### config.mk
export PLATFORM = sky130hd
export DESIGN_NAME = demux1_4_tdm_flat
export DESIGN_NICKNAME = d
export VERILOG_FILES = /design/src/rtl/demux1_4_tdm_pkg.sv /design/src/rtl/demux1_4_tdm_if.sv /design/src/rtl/demux1_4_tdm_chan.sv /design/src/rtl/demux1_4_tdm.sv /design/src/flat_wrapper.sv
export SDC_FILE = /design/constraint.sdc
export NUM_CORES = 1
export LEC_CHECK = 0
export BUFFER_PORTS_ARGS = -buffer_cell sky130_fd_sc_hd__clkbuf_2
export CAP_MARGIN = 30
export CORE_ASPECT_RATIO = 1.2
export CORE_MARGIN = 2
export CORE_UTILIZATION = 52
export CTS_BUF_LIST = sky130_fd_sc_hd__clkbuf_16
export CTS_CLUSTER_DIAMETER = 150
export DETAILED_ROUTE_END_ITERATION = 10
export GPL_ROUTABILITY_DRIVEN = 0
export PLACE_DENSITY = 0.76
export SETUP_SLACK_MARGIN = 0.2
export SYNTH_ARGS = -nofsm -noshare
export SYNTH_HDL_FRONTEND = slang
export SYNTH_SLANG_ARGS = --single-unit
### constraint.sdc
create_clock -name clk -period 2.1 [get_ports clk]
set_input_delay 0.315 -clock clk [delete_from_list [all_inputs] [get_ports clk]]
set_output_delay 0.315 -clock clk [all_outputs]
set_load 0.005 [all_outputs]
### src/rtl/demux1_4_tdm_pkg.sv
// Shared types and constants for the 1:4 TDM bit demultiplexer.
package demux_pkg;

    localparam int unsigned NUM_CH = 4;

    typedef enum logic {
        HUNT,
        LOCK
    } state_t;

    typedef logic [1:0] slot_t;

endpackage

### src/rtl/demux1_4_tdm_if.sv
// Serial-in / parallel-out bundle of the TDM demultiplexer.
interface demux1_4_tdm_if
    import demux_pkg::*;
#(
    parameter int unsigned WIDTH = 8
);

    logic              in;
    logic              in_valid;
    logic              sync;
    logic [WIDTH-1:0]  out0;
    logic [WIDTH-1:0]  out1;
    logic [WIDTH-1:0]  out2;
    logic [WIDTH-1:0]  out3;
    logic [NUM_CH-1:0] out_valid;
    logic              s1;
    logic              s0;
    logic              locked;
    logic              sync_err;

    modport master (
        output in, in_valid, sync,
        input  out0, out1, out2, out3, out_valid, s1, s0, locked, sync_err
    );

    modport slave (
        input  in, in_valid, sync,
        output out0, out1, out2, out3, out_valid, s1, s0, locked, sync_err
    );

endinterface

### src/rtl/demux1_4_tdm_chan.sv
// One channel: positional shift register plus the registered output word.
module demux_chan #(
    parameter int unsigned WIDTH = 8,
    localparam int unsigned IW   = $clog2(WIDTH)
) (
    input  logic             clk,
    input  logic             rst_n,
    input  logic             wr_en,
    input  logic [IW-1:0]    bit_idx,
    input  logic             din,
    input  logic             clr,
    input  logic             load,
    output logic [WIDTH-1:0] q,
    output logic             q_valid
);

    logic [WIDTH-1:0] shift_q, shift_d;
    logic [WIDTH-1:0] q_q;
    logic             q_valid_q;

    // Clear and write may coincide: a resync beat starts a fresh word at bit 0.
    always_comb begin
        shift_d = clr ? '0 : shift_q;
        if (wr_en) begin
            shift_d[bit_idx] = din;
        end
    end

    always_ff @(posedge clk or negedge rst_n) begin
        if (!rst_n) begin
            shift_q   <= '0;
            q_q       <= '0;
            q_valid_q <= 1'b0;
        end else begin
            shift_q   <= shift_d;
            q_valid_q <= load;
            if (load) begin
                q_q <= shift_d;
            end
        end
    end

    assign q       = q_q;
    assign q_valid = q_valid_q;

endmodule

### src/rtl/demux1_4_tdm.sv
// Frame-locking 1:4 TDM demultiplexer: slot/bit counters, framing checks, four channels.
module demux1_4_tdm
    import demux_pkg::*;
#(
    parameter int unsigned WIDTH = 8
) (
    input logic           clk,
    input logic           rst_n,
    demux1_4_tdm_if.slave bus
);

    localparam int unsigned   IW   = $clog2(WIDTH);
    localparam logic [IW-1:0] LAST = IW'(WIDTH - 1);

    state_t            state_q, state_d;
    slot_t             slot_q, slot_d;
    logic [IW-1:0]     bitcnt_q, bitcnt_d;
    logic              err_q, err_d;
    logic              clr;
    logic [IW-1:0]     bit_idx;
    logic [NUM_CH-1:0] wr_en;
    logic [NUM_CH-1:0] load;
    logic [NUM_CH-1:0] vld;
    logic [WIDTH-1:0]  q [NUM_CH];

    always_comb begin
        state_d  = state_q;
        slot_d   = slot_q;
        bitcnt_d = bitcnt_q;
        err_d    = 1'b0;
        clr      = 1'b0;
        bit_idx  = bitcnt_q;
        wr_en    = '0;
        load     = '0;
        if (bus.in_valid) begin
            unique case (state_q)
                HUNT: begin
                    if (bus.sync) begin
                        clr      = 1'b1;
                        wr_en[0] = 1'b1;
                        bit_idx  = '0;
                        slot_d   = 2'd1;
                        bitcnt_d = '0;
                        state_d  = LOCK;
                    end
                end
                LOCK: begin
                    if (slot_q == 2'd0 && !bus.sync) begin
                        // Missing frame marker: drop the beat and re-hunt.
                        err_d    = 1'b1;
                        clr      = 1'b1;
                        slot_d   = 2'd0;
                        bitcnt_d = '0;
                        state_d  = HUNT;
                    end else if (slot_q != 2'd0 && bus.sync) begin
                        // Early marker: realign on this beat as ch0 bit 0.
                        err_d    = 1'b1;
                        clr      = 1'b1;
                        wr_en[0] = 1'b1;
                        bit_idx  = '0;
                        slot_d   = 2'd1;
                        bitcnt_d = '0;
                    end else begin
                        wr_en[slot_q] = 1'b1;
                        load[slot_q]  = (bitcnt_q == LAST);
                        slot_d        = slot_q + 2'd1;
                        if (slot_q == 2'd3) begin
                            bitcnt_d = (bitcnt_q == LAST) ? '0 : bitcnt_q + IW'(1);
                        end
                    end
                end
                default: state_d = HUNT;
            endcase
        end
    end

    always_ff @(posedge clk or negedge rst_n) begin
        if (!rst_n) begin
            state_q  <= HUNT;
            slot_q   <= 2'd0;
            bitcnt_q <= '0;
            err_q    <= 1'b0;
        end else begin
            state_q  <= state_d;
            slot_q   <= slot_d;
            bitcnt_q <= bitcnt_d;
            err_q    <= err_d;
        end
    end

    for (genvar k = 0; k < NUM_CH; k++) begin : g_chan
        demux_chan #(
            .WIDTH(WIDTH)
        ) u_chan (
            .clk    (clk),
            .rst_n  (rst_n),
            .wr_en  (wr_en[k]),
            .bit_idx(bit_idx),
            .din    (bus.in),
            .clr    (clr),
            .load   (load[k]),
            .q      (q[k]),
            .q_valid(vld[k])
        );
    end

    assign bus.out0      = q[0];
    assign bus.out1      = q[1];
    assign bus.out2      = q[2];
    assign bus.out3      = q[3];
    assign bus.out_valid = vld;
    assign bus.s1        = slot_q[1];
    assign bus.s0        = slot_q[0];
    assign bus.locked    = (state_q == LOCK);
    assign bus.sync_err  = err_q;

endmodule

### src/flat_wrapper.sv
// flat-port wrapper written by rule: the top's interface ports become plain ports
module demux1_4_tdm_flat import demux_pkg::*;
#(
    parameter int unsigned WIDTH = 8
)
  (clk, rst_n, bus_in, bus_in_valid, bus_sync, bus_out0, bus_out1, bus_out2, bus_out3, bus_out_valid, bus_s1, bus_s0, bus_locked, bus_sync_err);
  demux1_4_tdm_if #(.WIDTH(WIDTH)) bus_i ();
  input logic clk;
  input logic rst_n;
  input wire logic [$bits(bus_i.in)-1:0] bus_in;
  input wire logic [$bits(bus_i.in_valid)-1:0] bus_in_valid;
  input wire logic [$bits(bus_i.sync)-1:0] bus_sync;
  output wire logic [$bits(bus_i.out0)-1:0] bus_out0;
  output wire logic [$bits(bus_i.out1)-1:0] bus_out1;
  output wire logic [$bits(bus_i.out2)-1:0] bus_out2;
  output wire logic [$bits(bus_i.out3)-1:0] bus_out3;
  output wire logic [$bits(bus_i.out_valid)-1:0] bus_out_valid;
  output wire logic [$bits(bus_i.s1)-1:0] bus_s1;
  output wire logic [$bits(bus_i.s0)-1:0] bus_s0;
  output wire logic [$bits(bus_i.locked)-1:0] bus_locked;
  output wire logic [$bits(bus_i.sync_err)-1:0] bus_sync_err;
  assign bus_i.in = bus_in;
  assign bus_i.in_valid = bus_in_valid;
  assign bus_i.sync = bus_sync;
  assign bus_out0 = bus_i.out0;
  assign bus_out1 = bus_i.out1;
  assign bus_out2 = bus_i.out2;
  assign bus_out3 = bus_i.out3;
  assign bus_out_valid = bus_i.out_valid;
  assign bus_s1 = bus_i.s1;
  assign bus_s0 = bus_i.s0;
  assign bus_locked = bus_i.locked;
  assign bus_sync_err = bus_i.sync_err;
  demux1_4_tdm #(.WIDTH(WIDTH)) u_core (.clk(clk), .rst_n(rst_n), .bus(bus_i));
endmodule
Word level (Yosys, flattened, before mapping)
Index checks and enable logic that the tools add are counted.
Storage, ports and cells
  memory bits (writable): 0
  word-level logic and storage cells: 86
  output and inout port bits: 40
  input port bits: 5
  register bits: 75
  memories kept: 0
  latch bits: 0
  bits in read-only memories: 0
Operators by class
  reductions and logical operators: 9
  shift-type cells: 0
  muxes and demuxes: 49
  bitwise operators: 2
  equal/unequal tests: 4
  order comparisons: 4
  div/mod/pow operators: 0
  add/subtract/negate cells: 2
  $mul: 0
Operators by type and width (number)
  8-bit 2-to-1 mux: 8
  8-bit bitwise mux: 4
  3-bit 2-to-1 mux: 10
  4-bit 2-to-1 mux: 6
  3-bit one-hot mux with 2 select lines: 2
  1-bit 2-to-1 mux: 10
  2-bit 2-to-1 mux: 3
  1-bit one-hot mux with 2 select lines: 3
  4-bit AND: 1
  1-bit logical AND: 4
  3-bit by 4-bit less-than comparator with 1-bit output, second input constant: 1
  4-bit != test, second input constant: 1
  2-bit one-hot mux with 2 select lines: 1
  2-bit AND reduction: 2
  3-bit by 1-bit adder with 3-bit output, second input constant: 1
  1-bit demux with 3-bit select: 1
  3-bit equality test, second input constant: 1
  3-bit by 1-bit greater-or-equal comparator with 1-bit output, second input constant: 1
  2-bit by 3-bit less-than comparator with 1-bit output, second input constant: 1
  2-bit by 1-bit adder with 2-bit output, second input constant: 1
  1-bit demux with 2-bit select: 1
  2-bit equality test, second input constant: 1
  2-bit by 1-bit greater-or-equal comparator with 1-bit output, second input constant: 1
  2-bit zero test: 1
  4 further kinds: 4

Depth between registers and ports, before layout
Gate-level depths: netlist of the first run.
  depth after elaboration: 12
  depth in mapped cells: 10
  mapped depth without buffers: 8

By module
A second synthesis of the first run with hierarchy kept.
Second synthesis, totals
  cells, all modules: 253
  area, all modules: 3552.2 µm²
Modules (own cells, without submodules)
  demux_chan: cells each 50, times used 4, area each 760.7 µm²
  demux1_4_tdm: cells each 53, times used 1, area each 509.2 µm²

Worst setup path before layout of the first run
No wires, ideal clock.
  path type: reg-to-reg
  start: register u_core.slot_q[0]
  end: register u_core.g_chan[0].u_chan.q_q[3]
  data required time: 1.975 ns
  data arrival time: 2.084 ns
  setup time: 0.125 ns
  period minus slack after synthesis: 2.209 ns
  cell stages (with the launch flop): 10
  setup slack: -0.109 ns
  cell sequence: dfrtp_1 > inv_1 > ha_1 > inv_1 > ha_1 > nor2b_2 > buf_6 > or3_1 > a31o_1 > mux2_4
Between the ends
  longest elaborated chain between the ends: 12
  elaborated cells between the ends (all ways): 34
  those cells by class: order compare: 4; mux: 23; bitwise: 1; reduce/logical: 6
Ends and longest elaborated chain
  from (decl): line demux1_4_tdm.sv:16  | slot_t slot_q, slot_d;
  from (signal assigned): line demux1_4_tdm.sv:85  | slot_q <= slot_d;
  2-bit nonzero test: line demux1_4_tdm.sv:55  | end else if (slot_q != 2'd0 && bus.sync) begin
  1-bit logical AND: line demux1_4_tdm.sv:55
  3-bit 2-to-1 mux: line demux1_4_tdm.sv:55
  3-bit 2-to-1 mux: line demux1_4_tdm.sv:48  | if (slot_q == 2'd0 && !bus.sync) begin
  3-bit one-hot mux with 2 select lines: line demux1_4_tdm.sv:36  | unique case (state_q)
  3-bit 2-to-1 mux: line demux1_4_tdm.sv:35  | if (bus.in_valid) begin
  3-bit by 4-bit less-than comparator with 1-bit output (implied by the code) / 3-bit by 1-bit greater-or-equal comparator with 1-bit output (equally long branches): line demux1_4_tdm_chan.sv:25  | shift_d[bit_idx] = din;
  1-bit logical AND (implied by the code): line demux1_4_tdm_chan.sv:25
  1-bit 2-to-1 mux (implied by the code): line demux1_4_tdm_chan.sv:25
  1-bit demux with 3-bit select: line demux1_4_tdm_chan.sv:25
  8-bit bitwise mux: line demux1_4_tdm_chan.sv:25
  8-bit 2-to-1 mux *: line demux1_4_tdm_chan.sv:24  | if (wr_en) begin
  net u_core.g_chan[0].u_chan.shift_d[3]: line demux1_4_tdm_chan.sv:17  | logic [WIDTH-1:0] shift_q, shift_d;
  to (signal assigned): line demux1_4_tdm_chan.sv:38  | q_q <= shift_d;
  to (decl): line demux1_4_tdm_chan.sv:18  | logic [WIDTH-1:0] q_q;
The timed path passes the listed nets; every way through them passes the cells marked *.
A chain may end at the register's enable or synchronous reset.

Final worst setup path of the first run
  start: register u_core.slot_q[0]
  end: register u_core.g_chan[2].u_chan.q_q[3]
Between the ends
  longest elaborated chain between the ends: 12
  elaborated cells between the ends (all ways): 34
  those cells by class: order compare: 4; mux: 23; bitwise: 1; reduce/logical: 6
Ends and longest elaborated chain (line)
  2-bit nonzero test: demux1_4_tdm.sv:55
  1-bit logical AND: demux1_4_tdm.sv:55
  3-bit 2-to-1 mux: demux1_4_tdm.sv:55
  3-bit 2-to-1 mux: demux1_4_tdm.sv:48
  3-bit one-hot mux with 2 select lines: demux1_4_tdm.sv:36
  3-bit 2-to-1 mux: demux1_4_tdm.sv:35
  3-bit by 4-bit less-than comparator with 1-bit output (implied by the code) / 3-bit by 1-bit greater-or-equal comparator with 1-bit output (equally long branches): demux1_4_tdm_chan.sv:25
  1-bit logical AND (implied by the code): demux1_4_tdm_chan.sv:25
  1-bit 2-to-1 mux (implied by the code): demux1_4_tdm_chan.sv:25
  1-bit demux with 3-bit select: demux1_4_tdm_chan.sv:25
  8-bit bitwise mux: demux1_4_tdm_chan.sv:25
  8-bit 2-to-1 mux: demux1_4_tdm_chan.sv:24
  to (signal assigned): demux1_4_tdm_chan.sv:38
  to (decl): demux1_4_tdm_chan.sv:18
Parallel ways exist; a longest one is shown, timed or not.

==> results of run 1 <==
[cells by family (layout without fill, tap and decap cells)]
group / after synthesis / in the layout / synth area share [%]
compound gates: 79 / 79 / 15.89
buf+inv: 45 / 103 / 6.126
flops: 75 / 75 / 51.92
mux: 9 / 9 / 2.804
simple gates: 143 / 143 / 20.49
fa+ha+maj: 8 / 8 / 2.769
[area by class of cell]
type	instances	area share [%]
sequential	75	40.84
multi-input combinational	239	36.62
timing repair buffer	80	12.63
clock buffer	9	4.901
tap	87	2.369
clock inverter	7	2.015
inverter	7	0.6262
[metrics by stage]
| stage | worst slack [ns] | hold slack, ns | util, % | area, um2 | power [W] |
|---|---|---|---|---|---|
| floorplan | 0.1466 | 0.01941 | - | 3664 | 0.002376 |
| global placement | 0.09475 | 0.4768 | 59.35 | 4019 | 0.002722 |
| detailed placement | 0.02770 | 0.4849 | 59.35 | 4019 | 0.002746 |
| CTS | 0.1600 | 0.1627 | 65.85 | 4459 | 0.004529 |
| global route | 0.09540 | 0.3236 | 67.87 | 4596 | 0.004863 |
| finish | 0.1379 | 0.3142 | 67.87 | 4596 | 0.004674 |
[sequential cells by signal, indices dropped and copies added, names as in the netlist]
register,count
u_core.g_chan.u_chan.q,32
u_core.slot_q,2
u_core.bus.locked,1
u_core.bitcnt_q,3
u_core.bus.sync_err,1
u_core.g_chan.u_chan.q_valid,4
u_core.g_chan.u_chan.shift_q,32
[timing repair]
item,in CTS,in global routing
endpoints found under the hold margin,0,1
pin swaps,9,10
gates cloned,1,0
hold buffers,0,1
setup buffers,5,3
resized for setup,12,19
endpoints found under the setup margin,35,45
[cells in the final DEF, fill, tap and decap left out, drive strengths merged, types with 10 or more instances in the layout]
master  netlist  layout
clkbuf       13      52
dfrtp        75      75
nand3        31      31
buf          25      36
a21oi        10      10
nand4        14      14
a31oi        25      25
nand2        29      29
nor2         29      29
[power by group through the flow]
stage	sequential, W	combinational (W)	clock, W
after floorplan	0.00160	0.000772	0
after global placement	0.00162	0.00110	0
after detailed placement	0.00163	0.00112	0
after CTS	0.00159	0.00129	0.00164
after global routing	0.00161	0.00153	0.00172
final	0.00160	0.00143	0.00164
[per-layer routing]
metal / up-vias / GRT usage (%)
li1: 1425 / -
met3: 26 / 5.398
met1: 1540 / 32.69
met2: 139 / 41.46
met4: 0 / 11.86
met5: - / 0
[worst max-delay path: stages, from the launching register on]
cell      delay (ns)
dfrtp_1         0.39
inv_2           0.08
ha_4            0.17
inv_4           0.04
ha_4            0.19
nand2b_4        0.15
or3_4           0.39
o311ai_4        0.28
a31oi_1         0.14
[how the worst max path moves through the flow]
stage / endpoint / slack [ns] / cells after the start
3_5_place_dp: u_core.g_chan[0].u_chan.q[5] / 0.03 / 8
3_3_place_gp: u_core.g_chan[2].u_chan.shift_q[0] / 0.09 / 8
6_report: u_core.g_chan[2].u_chan.q[3] / 0.14 / 8
4_1_cts: u_core.g_chan[2].u_chan.q[2] / 0.16 / 8
5_1_grt: u_core.g_chan[2].u_chan.q[2] / 0.1 / 8
2_1_floorplan: u_core.g_chan[0].u_chan.q[3] / 0.15 / 9
==> key figures, run 1 <==
Yosys
  – Post-Syn Area: roughly 3600 um2
  – Mapped Nets: approximately 370
  – Commonest cells in the synthesized netlist: 75 x dfrtp_1, 31 x nand3_1, 29 x nand2_1, 29 x nor2_1, 25 x a31oi_1
  – Cells after Synth: approximately 360
  – Ys flop type: dfrtp_1
  – Seq cells post-synth: 75
  – Synth async-reset ratio: 100.0%
  – Synth Area per Inst: 10.07 um2
  – Synth area leaders: dfrtp_1 52%, a31oi_1 4.3%, nand3_1 4.3%, nand2_1 3.0%, nor2_1 3.0%
  – Area leader, netlist: dfrtp_1
  – Post-synth EDFFs: 0
  – Most numerous cell in the Yosys netlist: dfrtp_1
  – Post-synth top area share: around half
  – Unique masters post-synth: 52
  – Yosys Warn Count: 0
  – Seq/Total Area, Yosys: 51.92%

Timing
  – Worst relative slew slack: between 60 and 70%
  – Fin Setup TNS: 0 ns
  – Worst-Margin Slew: 0.5162 ns
  – Final hold vios: 0
  – Crit share post-route: between 90 and 100%
  – Final setup fails: 0
  – FMAX: ~510 MHz
  – Final min period: 1.962 ns
  – RSZ-0062 raised after global routing: true
  – Clk_skew: 0.006854 ns
  – Slew Limit Fails: 0

Critical path
  – Critical Path Sink Type: flop
  – Reg2Reg Setup Slack: 0.14 ns
  – Critical path startpoint: u_core.slot_q[0]
  – RR Endpoint: u_core.g_chan[2].u_chan.q[3]
  – Critical R2R Launch: u_core.slot_q[0]
  – FF-to-FF path depth: 8
  – CP Launch Type: flop
  – CP Class: reg -> reg
  – Crit path max fanout: 8
  – Arrival @ worst endpoint: about 2.2 ns
  – Worst EP required: 2.30 ns

Clock network
  – Worst skew pair latency: approximately 0.33 ns
  – CTS tree: built
  – CTS H-tree lvls: 3
  – Sink Count: 75
  – Clock buffer depth: 2
  – CTS root buf: clkbuf_16
  – Clock-pin slew on the worst setup and hold paths: ~0.060 ns
  – Cts bufs inserted: 9

Run status
  – Status: complete, no violations

Pwr
  – P_leak: between 2 and 2.5 nW
  – Net switching power: 0.001538 W
  – Power share of the combinational group: between 30 and 40%
  – Sequential share of power: 34.3%
  – Peak supply drop: between 700 and 800 uV
  – P per Cell Area: 1017 nW/um2
  – Clock power frac: 35.0%
  – Switching part of the total: approximately 33%
  – Internal power: roughly 0.0031 W

Drt
  – Highest metal used: met4
  – DRT antenna net count: 0
  – Via-to-Cell Ratio: just over 6
  – Routed met2 length: 4.552 mm
  – DR WL/cell: 18.53 um
  – Met3 wire length: 556 um
  – Vias: 3130
  – M1 WL: between 3 and 4 mm
  – First-pass detailed-route iteration total: 5
  – Initial drt markers: roughly 330
  – Routed WL: approximately 9.3 mm
  – Residual DRC: 0

Floorplan
  – Chip width: 80.11 um
  – Core ar.: 6771 um2
  – Num rows: 33
  – Starting Density: roughly 53%
  – Die height: about 95 um
  – Ports: 45
  – Die area: approximately 7600 um2

Global route
  – Vias in the first global route: 3018
  – GRT Util Overall: approximately a quarter
  – First-pass GRT wire length: roughly 15 mm
  – Pin count of the biggest net entering global routing: 76
  – Antenna violations before repair: 0
  – GRT Residual Overflow: 0

Min path
  – Worst hold path class: in -> async

Layout
  – Synthesis-to-finish area growth: 27.14%
  – ANT cells: 0
  – Multi-input logic area: roughly 1700 um2
  – Reg area: ~1900 um2
  – Layout Cells excl Fill: ~500
  – Fin nets: 425
  – Fillers: between 500 and 600
  – Share of post-route cells with drive strength above 1: approximately a third

Place
  – Hpwl dp: about 5.7 mm
  – Placed cells: approximately 480
  – Number of buffers inserted by port buffering: 44

Run
  – Max Cap Viol: 0
Note: power is estimated with default switching activity, not from simulation.
==> run 2, diff against run 1 <==
CTS_BUF_LIST = default   (was sky130_fd_sc_hd__clkbuf_16)
==> run 2 against run 1 <==
Against the previous run: critical path depth is the same; register-to-register slack is essentially flat; global-route usage shrank 0.13 points; die area is the same; sequential share of layout area shrank 0.47 points; largest power group is now sequential cells; clock-buffer cell count grew 1; combinational power grew 7%; utilization grew 0.83 points; worst hold slack lost 0.023 ns; setup slack lost 0.0035 ns; sequential power is essentially flat; critical endpoint is now u_core.g_chan[2].u_chan.q[1].
==> key figures, run 2 (synthesis gave the netlist of run 1 again) <==
Run status
  – Status: complete, no violations

Clock network
  – Cts bufs inserted: 9
  – CTS root buf: clkbuf_8
  – CTS tree: built
  – Sink Count: 75
  – Clock-pin slew on the worst setup and hold paths: 0.08 ns
  – CTS H-tree lvls: 3
  – Clock buffer depth: 2
  – Worst skew pair latency: 0.36 ns

Place
  – Post-Place Cell Area: 4019 um2
  – Number of buffers inserted by port buffering: 44
  – Hpwl dp: 5.730 mm

Floorplan
  – Num rows: 33
  – Ports: 45
  – Die area: between 7000 and 8000 um2
  – Chip width: between 80 and 90 um
  – Starting Density: about 53%
  – Die height: 95.33 um
  – Core ar.: 6771 um2

Layout
  – Fin nets: between 400 and 500
  – Share of post-route cells with drive strength above 1: about a third
  – Finished Cell Area: 4652 um2
  – Commonest cells after routing, fill and taps aside: 74 x dfrtp_1, 43 x clkbuf_2, 30 x nand3_1, 28 x buf_4, 27 x nand2_1
  – Most common cell after layout, fill and taps aside: dfrtp_1
  – ANT cells: 0
  – Synthesis-to-finish area growth: 28.69%

Pwr
  – Internal power: around 0.0029 W
  – P per Cell Area: between 900 and 1000 nW/um2
  – Clock power frac: between 20% and 30%
  – Power share of the combinational group: 34.9%
  – Sequential share of power: a little over a third
  – P_leak: 2.214 nW
  – Switching part of the total: a little over a third
  – Net switching power: 0.001539 W
  – Peak supply drop: 802.0 uV

Timing
  – Fin Setup TNS: 0 ns
  – Slew Limit Fails: 0
  – Clk_skew: ~0.0096 ns
  – FMAX: 508.8 MHz
  – Worst-Margin Slew: between 0.5 and 0.6 ns
  – RSZ-0062 raised after global routing: true
  – Worst relative slew slack: 66.59%
  – Crit share post-route: ~94%
  – Min Hold Slack: approximately 0.29 ns
  – Final min period: between 1.5 and 2 ns
  – Final setup fails: 0
  – Final hold vios: 0

Drt
  – DR WL/cell: about 19 um
  – Initial drt markers: approximately 340
  – Vias: approximately 3100
  – Via-to-Cell Ratio: about 6.2
  – Routed WL: 9.719 mm
  – Residual DRC: 0
  – First-pass detailed-route iteration total: 6
  – DRT antenna net count: 0

Critical path
  – Arrival @ worst endpoint: between 2 and 2.5 ns
  – Critical Path Sink Type: flop
  – Worst EP required: between 2 and 2.5 ns
  – CP Launch Type: flop
  – Crit path max fanout: 7
  – CP Class: reg -> reg

Min path
  – Worst hold path class: in -> async

Run
  – Max Cap Viol: 0

Global route
  – Vias in the first global route: between 2000 and 3000
  – Antenna violations before repair: 0
  – First-pass GRT wire length: about 15 mm
  – GRT Residual Overflow: 0
  – GRT Util Overall: between 20% and 30%
  – Pin count of the biggest net entering global routing: between 70 and 80
## run 2: changes by cell type in the layout (fill, tap and decap cells not counted), sizes merged
cell	delta
buf	+2
clkbuf	+4
clkinv	-1
## run 2: what timing repair did
action                                  4_1_cts  5_1_grt
buffers inserted                              6        4
gates resized for setup                      12       39
gates cloned                                  1        3
pin swaps                                     9       11
hold endpoints to repair                      0        1
hold buffers                                  0        1
endpoints found under the setup margin       35       45
## run 2: layout make-up
type	instances	area (um2)
clock buffer	10	137.6
clock inverter	6	88.84
fill	493	2120
inverter	7	31.28
multi-input combinational	239	1725
sequential	75	1878
tap	87	108.9
timing repair buffer	85	681.9
## run 2: routing by layer
layer / part of all wire (%) / track usage (%)
met1: 42 / 33.08
met2: 50 / 40.69
met3: 5.5 / 3.883
met5: 0 / 0
met4: 2.5 / 13.84
## run 2: worst paths after layout
kind	startpoint	endpoint	slack [ns]	depth (start not counted)
worst max-delay path	u_core.slot_q[0]	u_core.g_chan[2].u_chan.q[1]	0.13	8
max in group asynchronous	rst_n	u_core.g_chan[0].u_chan.shift_q[2]	1.27	3
min in group clk	bus_in	u_core.g_chan[0].u_chan.shift_q[2]	0.36	3
worst max register to register	u_core.slot_q[0]	u_core.g_chan[2].u_chan.q[1]	0.13	8
worst min-delay path	rst_n	u_core.g_chan[2].u_chan.q[5]	0.29	2
worst min register to register	u_core.g_chan[1].u_chan.shift_q[6]	u_core.g_chan[1].u_chan.shift_q[6]	0.51	2
## run 2: critical path: stages (launching register included)
cell and delay, ns:
dfrtp_1 0.39, inv_2 0.08, ha_4 0.17, inv_4 0.04, ha_4 0.19, nand2b_4 0.15, or3_4 0.43, o311ai_4 0.27
a31oi_1 0.13
## run 2: power groups by stage
stage	combinational [W]	clock (W)	sequential, W
detailed placement	0.00112	0	0.00163
CTS	0.00130	0.00127	0.00159
finish	0.00153	0.00126	0.00160
floorplan	0.000772	0	0.00160
global placement	0.00110	0	0.00162
global route	0.00163	0.00132	0.00161
## run 2: metrics by stage
stage | utilization, % | setup slack, ns | power [W] | instances
after floorplan | - | 0.1466 | 0.002376 | 359
after global placement | 59.35 | 0.09475 | 0.002722 | 477
after detailed placement | 59.35 | 0.02770 | 0.002746 | 477
after CTS | 64.62 | 0.1677 | 0.004160 | 500
after global routing | 68.70 | 0.01201 | 0.004565 | 509
final | 68.70 | 0.1344 | 0.004391 | 509
==> run 3, diff against run 2 <==
SYNTH_HIERARCHICAL = 1   (was default)
==> run 3 against run 2 <==
Against the previous run: first-iteration DRC count is 63% lower; global-route usage is 5.6 points lower; fmax is 11% lower; sequential share of layout area is 0.087 points lower; setup slack worse by 0.25 ns; final area is 0.22% higher; register-to-register slack worse by 0.25 ns; the flow now finishes with violations (negative setup slack); clock skew is 0.0022 ns higher; highest routed layer unchanged.
==> key figures, run 3 <==
Run status
  – Status: finished, violations left
  – Violated checks: negative setup slack

Critical path
  – Critical R2R Launch: u_core/slot_q[1]
  – CP Launch Type: flop
  – Crit path max fanout: 7
  – Critical path startpoint: u_core/slot_q[1]
  – FF-to-FF path depth: 9
  – Arrival @ worst endpoint: between 2 and 2.5 ns
  – CP Class: reg -> reg
  – Worst EP required: approximately 2.3 ns
  – Critical Path Sink Type: flop

Floorplan
  – Starting Density: approximately 53%
  – Ports: 45
  – Die area: approximately 7500 um2
  – Die height: approximately 95 um
  – Chip width: slightly below 80 um
  – Num rows: 33
  – Core ar.: around 6700 um2

Yosys
  – Unique masters post-synth: 26
  – Commonest cells in the synthesized netlist: 75 x dfrtp_1, 40 x mux2_2, 38 x nor2b_1, 24 x mux2_4
  – Mapped Nets: roughly 270
  – Post-synth EDFFs: 0
  – Seq/Total Area, Yosys: a little over half
  – Synth async-reset ratio: 100.0%
  – Synth area leaders: dfrtp_1 53%, mux2_2 13%, mux2_4 10%, nor2b_1 6.7%, and4bb_1 4.2%
  – Synth Area per Inst: ~14 um2
  – Seq cells post-synth: 75
  – Area leader, netlist: dfrtp_1
  – Post-Syn Area: between 3000 and 4000 um2
  – Ys flop type: dfrtp_1
  – Post-synth top area share: a little over half
  – Most numerous cell in the Yosys netlist: dfrtp_1
  – Yosys Warn Count: 6
  – Cells after Synth: 253

Drt
  – Routed WL: ~7.2 mm
  – First-pass detailed-route iteration total: 4
  – Residual DRC: 0
  – Vias: ~2300
  – DR WL/cell: between 15 and 20 um
  – DRT antenna net count: 0
  – Initial drt markers: between 100 and 150
  – Via-to-Cell Ratio: 5.371

Global route
  – Antenna violations before repair: 0
  – GRT Util Overall: 19.77%
  – Pin count of the biggest net entering global routing: 43
  – Vias in the first global route: between 2000 and 2500
  – First-pass GRT wire length: 11.39 mm
  – GRT Residual Overflow: 0

Pwr
  – P_leak: 2.381 nW
  – P per Cell Area: ~770 nW/um2
  – Peak supply drop: roughly 480 uV

Layout
  – Most common cell after layout, fill and taps aside: dfrtp_1
  – Util after Layout: ~69%
  – Finished Cell Area: 4662 um2
  – Layout Cells excl Fill: between 400 and 500
  – Commonest cells after routing, fill and taps aside: 74 x dfrtp_1, 49 x mux2_4, 43 x clkbuf_2, 33 x nor2b_1, 23 x buf_4
  – Fillers: between 400 and 500
  – Reg area: between 1500 and 2000 um2
  – Synthesis-to-finish area growth: 31.24%
  – Multi-input logic area: 1887 um2
  – Fin nets: 354
  – ANT cells: 0
  – Share of post-route cells with drive strength above 1: ~53%

Timing
  – Fin Setup TNS: -1.322 ns
  – Final setup fails: 27
  – Final min period: approximately 2.2 ns
  – Worst-Margin Slew: between 0.6 and 0.7 ns
  – Final hold vios: 0
  – Min Hold Slack: 0.3621 ns
  – Setup WS post-layout: -0.1190 ns
  – Slew Limit Fails: 0
  – Crit share post-route: 105.7%
  – Worst relative slew slack: between 50% and 60%
  – RSZ-0062 raised after global routing: true
  – FMAX: 450.7 MHz
  – Clk_skew: ~0.012 ns

Place
  – Number of buffers inserted by port buffering: 44
  – Placed cells: roughly 400
  – Post-Place Cell Area: around 4300 um2
  – Hpwl dp: between 4 and 5 mm

Clock network
  – Worst skew pair latency: about 0.34 ns
  – CTS H-tree lvls: 3
  – Cts bufs inserted: 9
  – Clock-pin slew on the worst setup and hold paths: approximately 0.08 ns
  – CTS tree: built
  – Clock buffer depth: 2
  – Sink Count: 75
  – CTS root buf: clkbuf_8

Min path
  – Hold Path Cell Cnt: 3
  – Hold Crit Start: bus_in_valid
  – Worst hold path class: in -> reg

Run
  – Max Cap Viol: 0
run 3: cell types whose count changed in the layout (fill, tap and decap cells not counted), moves of 12 or more:
cell      previous run  this run
and4bb_1             0        12
mux2_2               2        15
nand3_1             30         0
nor2_1              22         4
a31oi_1             24         0
nand2_1             27         3
nor2b_1              4        33
mux2_4               4        49
run 3: cell families after synthesis:
| group | synth area share [%] |
|---|---|
| AOI/OAI and AO/OA | 2.149 |
| adders and majority gates | 2.466 |
| buffers and inverters | 0.7747 |
| DFF | 52.84 |
| muxes | 22.83 |
| and+or+nand+nor | 18.95 |
run 3: path summary, 6_finish.rpt:
| path | endpoint | slack, ns |
|---|---|---|
| max in group asynchronous | u_core/slot_q[0] | 1.04 |
| worst max register to register | u_core/g_chan[2].u_chan/q[1] | -0.12 |
| worst max-delay path | u_core/g_chan[2].u_chan/q[1] | -0.12 |
| min in group asynchronous | u_core/g_chan[2].u_chan/q[3] | 0.47 |
| worst min-delay path | u_core/slot_q[0] | 0.36 |
| worst min register to register | u_core/g_chan[3].u_chan/q[7] | 0.51 |
run 3: critical path, cell delays in order, from the launching register on:
cell      delay, ns
dfrtp_1        0.40
inv_2          0.12
ha_4           0.18
nand2_4        0.05
and2_4         0.17
nor2b_4        0.20
buf_4          0.18
and4bb_1       0.24
mux2_4         0.31
mux2_4         0.26
run 3: metal layers:
metal,vias up,track usage (%),wire (um)
met3,6,4.685,183
met4,0,8.333,78
met2,42,30.60,3657
met5,-,0,0
li1,1100,-,-
met1,1183,26.71,3239
run 3: cell type report:
type	instances	area share, %
multi-input cells	171	40.47
inverters	2	0.2147
flip-flops and latches	75	40.28
repair buffers	83	13.02
clock buffers	12	3.113
clock inverters	4	0.5636
well taps	87	2.335
run 3: repair_timing:
action,CTS,global route
hold buffers,1,0
pin swaps,2,14
cloned,0,1
buffers inserted,1,3
endpoints found under the setup margin,48,58
hold endpoints to repair,33,0
gates resized for setup,5,18
run 3: per-stage QoR:
step | setup WS (ns) | power [W]
after global routing | -0.1697 | 0.003756
after global placement | -0.05106 | 0.002520
after CTS | -0.08189 | 0.003560
after floorplan | -0.1646 | 0.002111
after detailed placement | -0.09448 | 0.002546
final | -0.1190 | 0.003587
run 3: where the power goes:
group          switching (W)  leakage (nW)  internal, W  total (W)
Combinational       0.000517          1.26     0.000531    0.00105
Clock               0.000515        0.0863     0.000461   0.000976
Sequential         0.0000504          1.04      0.00151    0.00156
Total                0.00108          2.38      0.00250    0.00359
